## src/rtl/dual_source_bus_arbiter.sv

```systemverilog
// Round-robin arbiter for two 32-bit requesters sharing one mux slot, with a bounded
// burst length and a one-entry valid/ready output register.
module dual_source_bus_arbiter #(
    parameter int WIDTH     = 32,
    parameter int MAX_BURST = 4,
    parameter int CNT_W     = 4
) (
    input  logic             clk,
    input  logic             rst,
    input  logic             a_valid,
    input  logic [WIDTH-1:0] a_data,
    output logic             a_ready,
    input  logic             b_valid,
    input  logic [WIDTH-1:0] b_data,
    output logic             b_ready,
    output logic             y_valid,
    output logic [WIDTH-1:0] y_data,
    input  logic             y_ready,
    output logic             select,
    output logic [CNT_W-1:0] burst_count
);

    // Handshake: a word moves on a rising edge exactly when valid & ready are both
    // high for that side; ready never looks at the same side's valid, and once
    // y_valid is high y_data/y_valid hold until y_ready is seen.

    typedef enum logic [1:0] {
        IDLE    = 2'd0,
        GRANT_A = 2'd1,
        GRANT_B = 2'd2
    } state_t;

    localparam logic [CNT_W-1:0] MAX_B = CNT_W'(MAX_BURST);

    state_t           state, state_next;
    logic [CNT_W-1:0] count_next;
    logic [CNT_W-1:0] count_inc;
    logic             last_served_b, last_next;
    logic             slot_free;
    logic             a_xfer, b_xfer, xfer;
    logic             grant_b;
    logic             own_valid, other_valid;
    state_t           other_state;
    logic [WIDTH-1:0] mux_data;

    assign slot_free = ~y_valid | y_ready;
    assign a_ready   = (state == GRANT_A) & slot_free;
    assign b_ready   = (state == GRANT_B) & slot_free;
    assign a_xfer    = a_valid & a_ready;
    assign b_xfer    = b_valid & b_ready;
    assign xfer      = a_xfer | b_xfer;
    assign select    = (state == GRANT_B);
    assign mux_data  = select ? b_data : a_data;

    assign grant_b     = (state == GRANT_B);
    assign own_valid   = grant_b ? b_valid : a_valid;
    assign other_valid = grant_b ? a_valid : b_valid;
    assign other_state = grant_b ? GRANT_A : GRANT_B;
    assign count_inc   = burst_count + 1'b1;

    always_comb begin
        state_next = state;
        count_next = burst_count;
        last_next  = last_served_b;
        case (state)
            IDLE: begin
                count_next = '0;
                // On a tie the side that was not served last wins.
                if (a_valid && (!b_valid || last_served_b)) begin
                    state_next = GRANT_A;
                end else if (b_valid) begin
                    state_next = GRANT_B;
                end
            end
            GRANT_A, GRANT_B: begin
                if (xfer) begin
                    if (count_inc == MAX_B) begin
                        count_next = '0;
                        if (other_valid) begin
                            state_next = other_state;
                            last_next  = grant_b;
                        end
                    end else begin
                        count_next = count_inc;
                    end
                end else if (!own_valid) begin
                    count_next = '0;
                    last_next  = grant_b;
                    state_next = other_valid ? other_state : IDLE;
                end
                // own_valid but no slot: backpressure, hold everything.
            end
            default: begin
                state_next = IDLE;
                count_next = '0;
            end
        endcase
    end

    always_ff @(posedge clk or posedge rst) begin
        if (rst) begin
            state         <= IDLE;
            burst_count   <= '0;
            last_served_b <= 1'b1;
        end else begin
            state         <= state_next;
            burst_count   <= count_next;
            last_served_b <= last_next;
        end
    end

    always_ff @(posedge clk or posedge rst) begin
        if (rst) begin
            y_valid <= 1'b0;
            y_data  <= '0;
        end else if (xfer) begin
            y_valid <= 1'b1;
            y_data  <= mux_data;
        end else if (y_ready) begin
            y_valid <= 1'b0;
        end
    end

endmodule

```

## config.mk

```make
export PLATFORM = sky130hd
export DESIGN_NAME = dual_source_bus_arbiter
export DESIGN_NICKNAME = d
export VERILOG_FILES = /design/src/rtl/dual_source_bus_arbiter.sv
export SDC_FILE = /design/constraint.sdc
export NUM_CORES = 1
export LEC_CHECK = 0
export BUFFER_PORTS_ARGS = -buffer_cell sky130_fd_sc_hd__buf_2
export CORE_MARGIN = 2
export CORE_UTILIZATION = 26
export CTS_CLUSTER_DIAMETER = 50
export DETAILED_ROUTE_END_ITERATION = 8
export SLEW_MARGIN = 20
export SYNTH_ARGS = -nofsm -noshare
export SYNTH_HDL_FRONTEND = slang
export SYNTH_SLANG_ARGS = --single-unit
export TNS_END_PERCENT = 1
```

## constraint.sdc

```tcl
create_clock -name clk -period 4.07 [get_ports clk]
set_input_delay 0.2035 -clock clk [delete_from_list [all_inputs] [get_ports clk]]
set_output_delay 0.2035 -clock clk [all_outputs]
set_load 0.05 [all_outputs]
```

## Word-level counts from Yosys, hierarchy flattened

Cells that the tools add are included.

| cells by class | value |
|---|---|
| bitwise logic cells | 7 |
| reduce and logical (&&, ||, !) cells | 8 |
| eq/ne operators | 10 |
| add/subtract/negate cells | 1 |
| mux-type cells | 22 |

Operators by type and width:

| cell | number |
|---|---|
| 32-bit 2-to-1 mux | 1 |
| 2-bit 2-to-1 mux | 8 |
| 4-bit 2-to-1 mux | 4 |
| 3-bit inequality test (second input constant) | 4 |
| 1-bit 2-to-1 mux | 8 |
| 4-bit AND reduction | 2 |
| 4-bit by 1-bit adder with 4-bit output (second input constant) | 1 |
| 1-bit AND | 4 |
| 4-bit by 3-bit == test with 1-bit output (second input constant) | 1 |
| 2-bit by 1-bit inequality test with 1-bit output (second input constant) | 2 |
| 2-bit case mux with 2 select lines | 1 |
| 2-bit by 1-bit == test with 1-bit output (second input constant) | 1 |
| 2-bit == test (second input constant) | 1 |
| 2-bit zero test | 1 |
| 2-bit inequality test (second input constant) | 1 |
| 1-bit bitwise OR | 2 |
| 2-bit nonzero test | 1 |
| 2-bit OR reduction | 1 |
| 1-bit logical AND | 1 |
| 1-bit zero test | 1 |
| 1-bit logical OR | 1 |
| 1-bit NOT | 1 |

| word-level totals | value |
|---|---|
| logic and storage cells | 53 |
| bits in registers | 40 |
| output and inout bits | 40 |

## Longest topological paths before layout

| depth | value |
|---|---|
| depth after elaboration | 7 |
| gate-level depth with buffers | 9 |
| gate-level depth less buffers | 7 |

## Worst setup path before layout

OpenSTA, ideal clock, no wires.

| timing | value |
|---|---|
| kind | register to register |
| from | register state[0] |
| to | register state[0] |
| data arrival time | 2103 ps |
| path buffers | 0 |
| required time | 3942 ps |
| clock period less this slack | 2231 ps |
| setup time | 128 ps |
| setup slack | 1839 ps |
| cell stages (with the launch flop) | 7 |
| path through | dfrtp_1 > inv_1 > ha_1 > mux2_4 > or2_0 > a31oi_2 > mux2_1 |

| between the ends | value |
|---|---|
| word-level cells in the longest chain between the ends | 6 |

RTL lines:

| element | RTL line | source |
|---|---|---|
| start: declaration | 35 | `state_t state, state_next;` |
| start signal: assignment | 106 | `state <= state_next;` |
| 2-bit == test * | - |  |
| net select | 19 | `output logic select,` |
| 1-bit AND, or another cell as far along | 48 | `assign b_ready = (state == GRANT_B) & slot_free;` |
| 1-bit AND, or another cell as far along | 50 | `assign b_xfer = b_valid & b_ready;` |
| 1-bit bitwise OR, or another cell as far along | 51 | `assign xfer = a_xfer \| b_xfer;` |
| 3-bit inequality test (no source line) / 2-bit 2-to-1 mux (equally long branches) | - |  |
| 4-bit AND reduction (no source line) / 2-bit case mux with 2 select lines (equally long branches) | - |  |

Mark *: on every way through the listed nets, which the timed path passes. The rest lies on a longest branch. The select of a mux whose other input is x is not followed.
A chain may end at the register's enable or synchronous reset.

## Worst setup path after layout

| timing | value |
|---|---|
| from | register state[0] |
| to | register burst_count[2] |

| between the ends | value |
|---|---|
| word-level cells in the longest chain between the ends | 6 |

RTL lines:

| element | RTL line | source |
|---|---|---|
| 2-bit by 1-bit == test with 1-bit output / 2-bit == test (equally long branches) | - |  |
| 1-bit AND (on tied branches) | 47, 48 |  |
| 1-bit AND (on tied branches) | 49, 50 |  |
| 1-bit bitwise OR | 51 |  |
| 4-bit 2-to-1 mux | 76 | `if (xfer) begin` |
| 4-bit 2-to-1 mux | 65 | `case (state)` |
| end signal: assignment | 107 | `burst_count <= count_next;` |
| end: declaration | 20 | `output logic [CNT_W-1:0] burst_count` |

Parallel ways exist; a longest one is shown, timed or not.

==> results.md <==
- Tightest Hold Check Type: input port to asynchronous set/reset pin
- Proportion of layout cells with a drive suffix above 1: 40.7%
- CP max FO: 35
- Max VDD drop: ~0.37 mV
- Post-CTS setup buffer count: 0
- Worst-margin pin slew: 858 ps
- DP Worst Slack: between 1000 and 1500 ps
- Area of the die: roughly 0.0088 sq mm
- Cells after Synth: 205
- Most frequent cells in the layout: 108 x buf_2, 39 x dfrtp_1, 36 x nor2_1
- Clk Latency, worst-skew pair: ~290 ps
- Vias per cell: roughly 4.4
- Comb power frac: between 60% and 70%
- Final min period: roughly 2800 ps
- Die Ht: 93.8 um
- Synth top area share: ~47%
- Critical path class: register to register
- Clock Sink Count: 40
- Synth area leader: dfrtp_1
- Clock-pin transition on the worst setup and hold timing paths: roughly 80 ps
- Status: complete, no violations
- Placed Area: about 0.0027 sq mm
- Maximum number of pins on one net before global-route repair: 41
- Final Cycle Share: between 60% and 70%
- TritonCTS Buffers: 5
- Final WL: roughly 4.7 mm
- Clock Tree Buf Depth: 2
- Initial detailed-routing violation count: between 40 and 50
- Ports: ~110
- Max_slew headroom: between 40% and 50%
- Net switching power figure: around 1.3 mW
- P_int: ~1.1 mW
- WP data arrival: roughly 3000 ps
- DRC: 0
- Most common cell after layout, fill and taps aside: buf_2
- Net Sw Frac: between 50% and 60%
- Post-synthesis sequential area ratio: 47.8%
- Max-slew violations: 0
- Power per cell area: 875 mW/mm^2
- Syn nets: 280
- Post-cts resize count: 0
- Final HPWL DP: about 3.7 mm
- Met2 WL: about 2.5 mm
- Layout Nets: between 300 and 400
- Fillers: 822
- Root Buffer: clkbuf_8
- M1 WL: 1.92 mm
- Post-DRT Antenna Nets: 0
- WL per Instance: 11.5 um
- Final TNS setup: 0 ps
- Core area: roughly 0.008 sq mm
- Leakage Power: roughly 1.4 nW
- Sequential fraction of design power: between 20% and 30%
- # H-tree levels: 2
- Initial antenna violation count: 0
- Clk_skew: 5.94 ps
- Final instance area: about 0.0028 sq mm
- Total grt overflow: 0
- Final setup fails: 0
- TritonCTS clock tree: built
- Area Growth Syn to Fin: 33.7%
- CP Launch Type: register
- Avg Cell Area, Syn: just over 10 sq um
- Max cap viols: 0
- Initial Utilization: 27.0%
- RSZ-0062 raised after global routing: false
- Area of the multi-input gates: between 0.001 and 0.0015 sq mm
- Final hold viol count: 0
- Clock power frac: approximately 11%
- Num rows: 32
- Number of synthesized register bits: 40
- Vias in the first global route: approximately 1800
- Crit. End Element: register
- Most area-consuming cells after synthesis: dfrtp_1 47%, mux2i_1 15%, a21oi_1 8.1%, nor2_1 6.4%, ha_1 3.6%
- FF+latch area: 0.00100 sq mm
- First-pass GRT wire length: roughly 7.7 mm
- Total vias in the final route: 1825
- GRT Total Usage: 11.0%
- Top Layer Used: met4
- Die X: ~94 um
- Pre-antenna DRT Iters: 4
- Hold Slack: a little under 90 ps
- # hold bufs at CTS: 0
- Ant. Diodes: 0
- Syn. warnings: 0
- Critical Path RT: 4300 ps
- GPL Wtd Cong: ~0.8
- FMAX: about 360 MHz
- Post-synthesis cell type count: 35
- Port-buffer cells: 108
- Setup WS post-layout: 1290 ps
- Routed met3 length: 321 um
- Mapped Area: ~0.0021 sq mm
## state kept, by name, summed over array words and instances, names as in the netlist
register / cells
y_data: 32
y_valid: 1
state: 2
burst_count: 4
last_served_b: 1
## layer usage
| metal | vias up | track usage [%] |
|---|---|---|
| met3 | 6 | 2.65 |
| li1 | 921 | - |
| met1 | 832 | 12.6 |
| met2 | 66 | 20.2 |
| met5 | - | 0 |
| met4 | 0 | 2.90 |
## critical path, stage by stage, from the launching register on
cell	delay, ps
dfrtp_1	410
inv_1	90
ha_2	550
nand2_1	200
a21oi_4	680
buf_4	440
o2111a_1	240
a21o_1	80
## final cells by class
cell class,instances,share of cell area (%)
flip-flops and latches,40,35.8
repair buffers,110,19.8
inverters,5,0.670
clock buffers,6,2.95
multi-input cells,149,35.9
well taps,102,4.55
clock inverters,2,0.357
## stage by stage
stage	cells	util, %	total power, mW
2_1_floorplan	205	-	1.89
3_3_place_gp	406	34.9	2.18
3_5_place_dp	406	34.9	2.21
4_1_cts	414	36.1	2.50
5_1_grt	414	36.1	2.63
6_report	414	36.1	2.45
## path summary, 6_finish.rpt
path | startpoint | endpoint | slack [ps] | cells past startpoint
worst max-delay path | state[0]$_DFFE_PP0P_ | burst_count[2]$_DFFE_PP0P_ | 1290 | 7
worst min-delay path | rst | y_data[7]$_DFFE_PP0P_ | 90 | 2
worst max register to register | state[0]$_DFFE_PP0P_ | burst_count[2]$_DFFE_PP0P_ | 1290 | 7
worst min register to register | y_data[4]$_DFFE_PP0P_ | y_data[4]$_DFFE_PP0P_ | 530 | 2
max in group asynchronous | rst | y_data[4]$_DFFE_PP0P_ | 3450 | 2
min in group clk | a_data[13] | y_data[13]$_DFFE_PP0P_ | 210 | 3
## synth_stat cells
| master | count |
|---|---|
| inv_1 | 5 |
| and2b_1 | 3 |
| a22o_1 | 1 |
| nand2b_1 | 2 |
| and2_1 | 2 |
| nand4_2 | 1 |
| or2b_1 | 1 |
| and3_1 | 2 |
| mux2_1 | 2 |
| nor2_1 | 36 |
| o21ai_0 | 4 |
| o31ai_1 | 1 |
| a211o_1 | 1 |
| maj3_2 | 1 |
| or2_0 | 1 |
| a21o_1 | 1 |
| a21oi_1 | 34 |
| mux2_4 | 1 |
| a21oi_4 | 1 |
| buf_4 | 2 |
| a31oi_2 | 1 |
| ha_1 | 6 |
| mux2_2 | 1 |
| dfstp_2 | 1 |
| buf_6 | 2 |
| a32oi_1 | 1 |
| nor3_1 | 1 |
| o2111a_1 | 1 |
| nor2b_1 | 1 |
| nand3_1 | 3 |
| buf_2 | 7 |
| o22ai_1 | 1 |
| dfrtp_1 | 39 |
| nand2_1 | 6 |
| mux2i_1 | 32 |
## power groups by stage
| stage | registers, mW | clock network, mW | logic (mW) |
|---|---|---|---|
| 6_report | 0.677 | 0.271 | 1.50 |
| 3_5_place_dp | 0.684 | 0 | 1.53 |
| 5_1_grt | 0.705 | 0.303 | 1.62 |
| 4_1_cts | 0.681 | 0.290 | 1.53 |
| 2_1_floorplan | 1.26 | 0 | 0.635 |
| 3_3_place_gp | 0.687 | 0 | 1.50 |
## kinds of logic after synthesis
family,after synthesis,synth area share [%]
adders and majority gates,7,4.12
muxes,36,17.6
AOI/OAI and AO/OA,47,13.2
and+or+nand+nor,59,12.9
buffers and inverters,16,4.36
DFF,40,47.8
No activity file was read; power rests on OpenSTA's default activity.
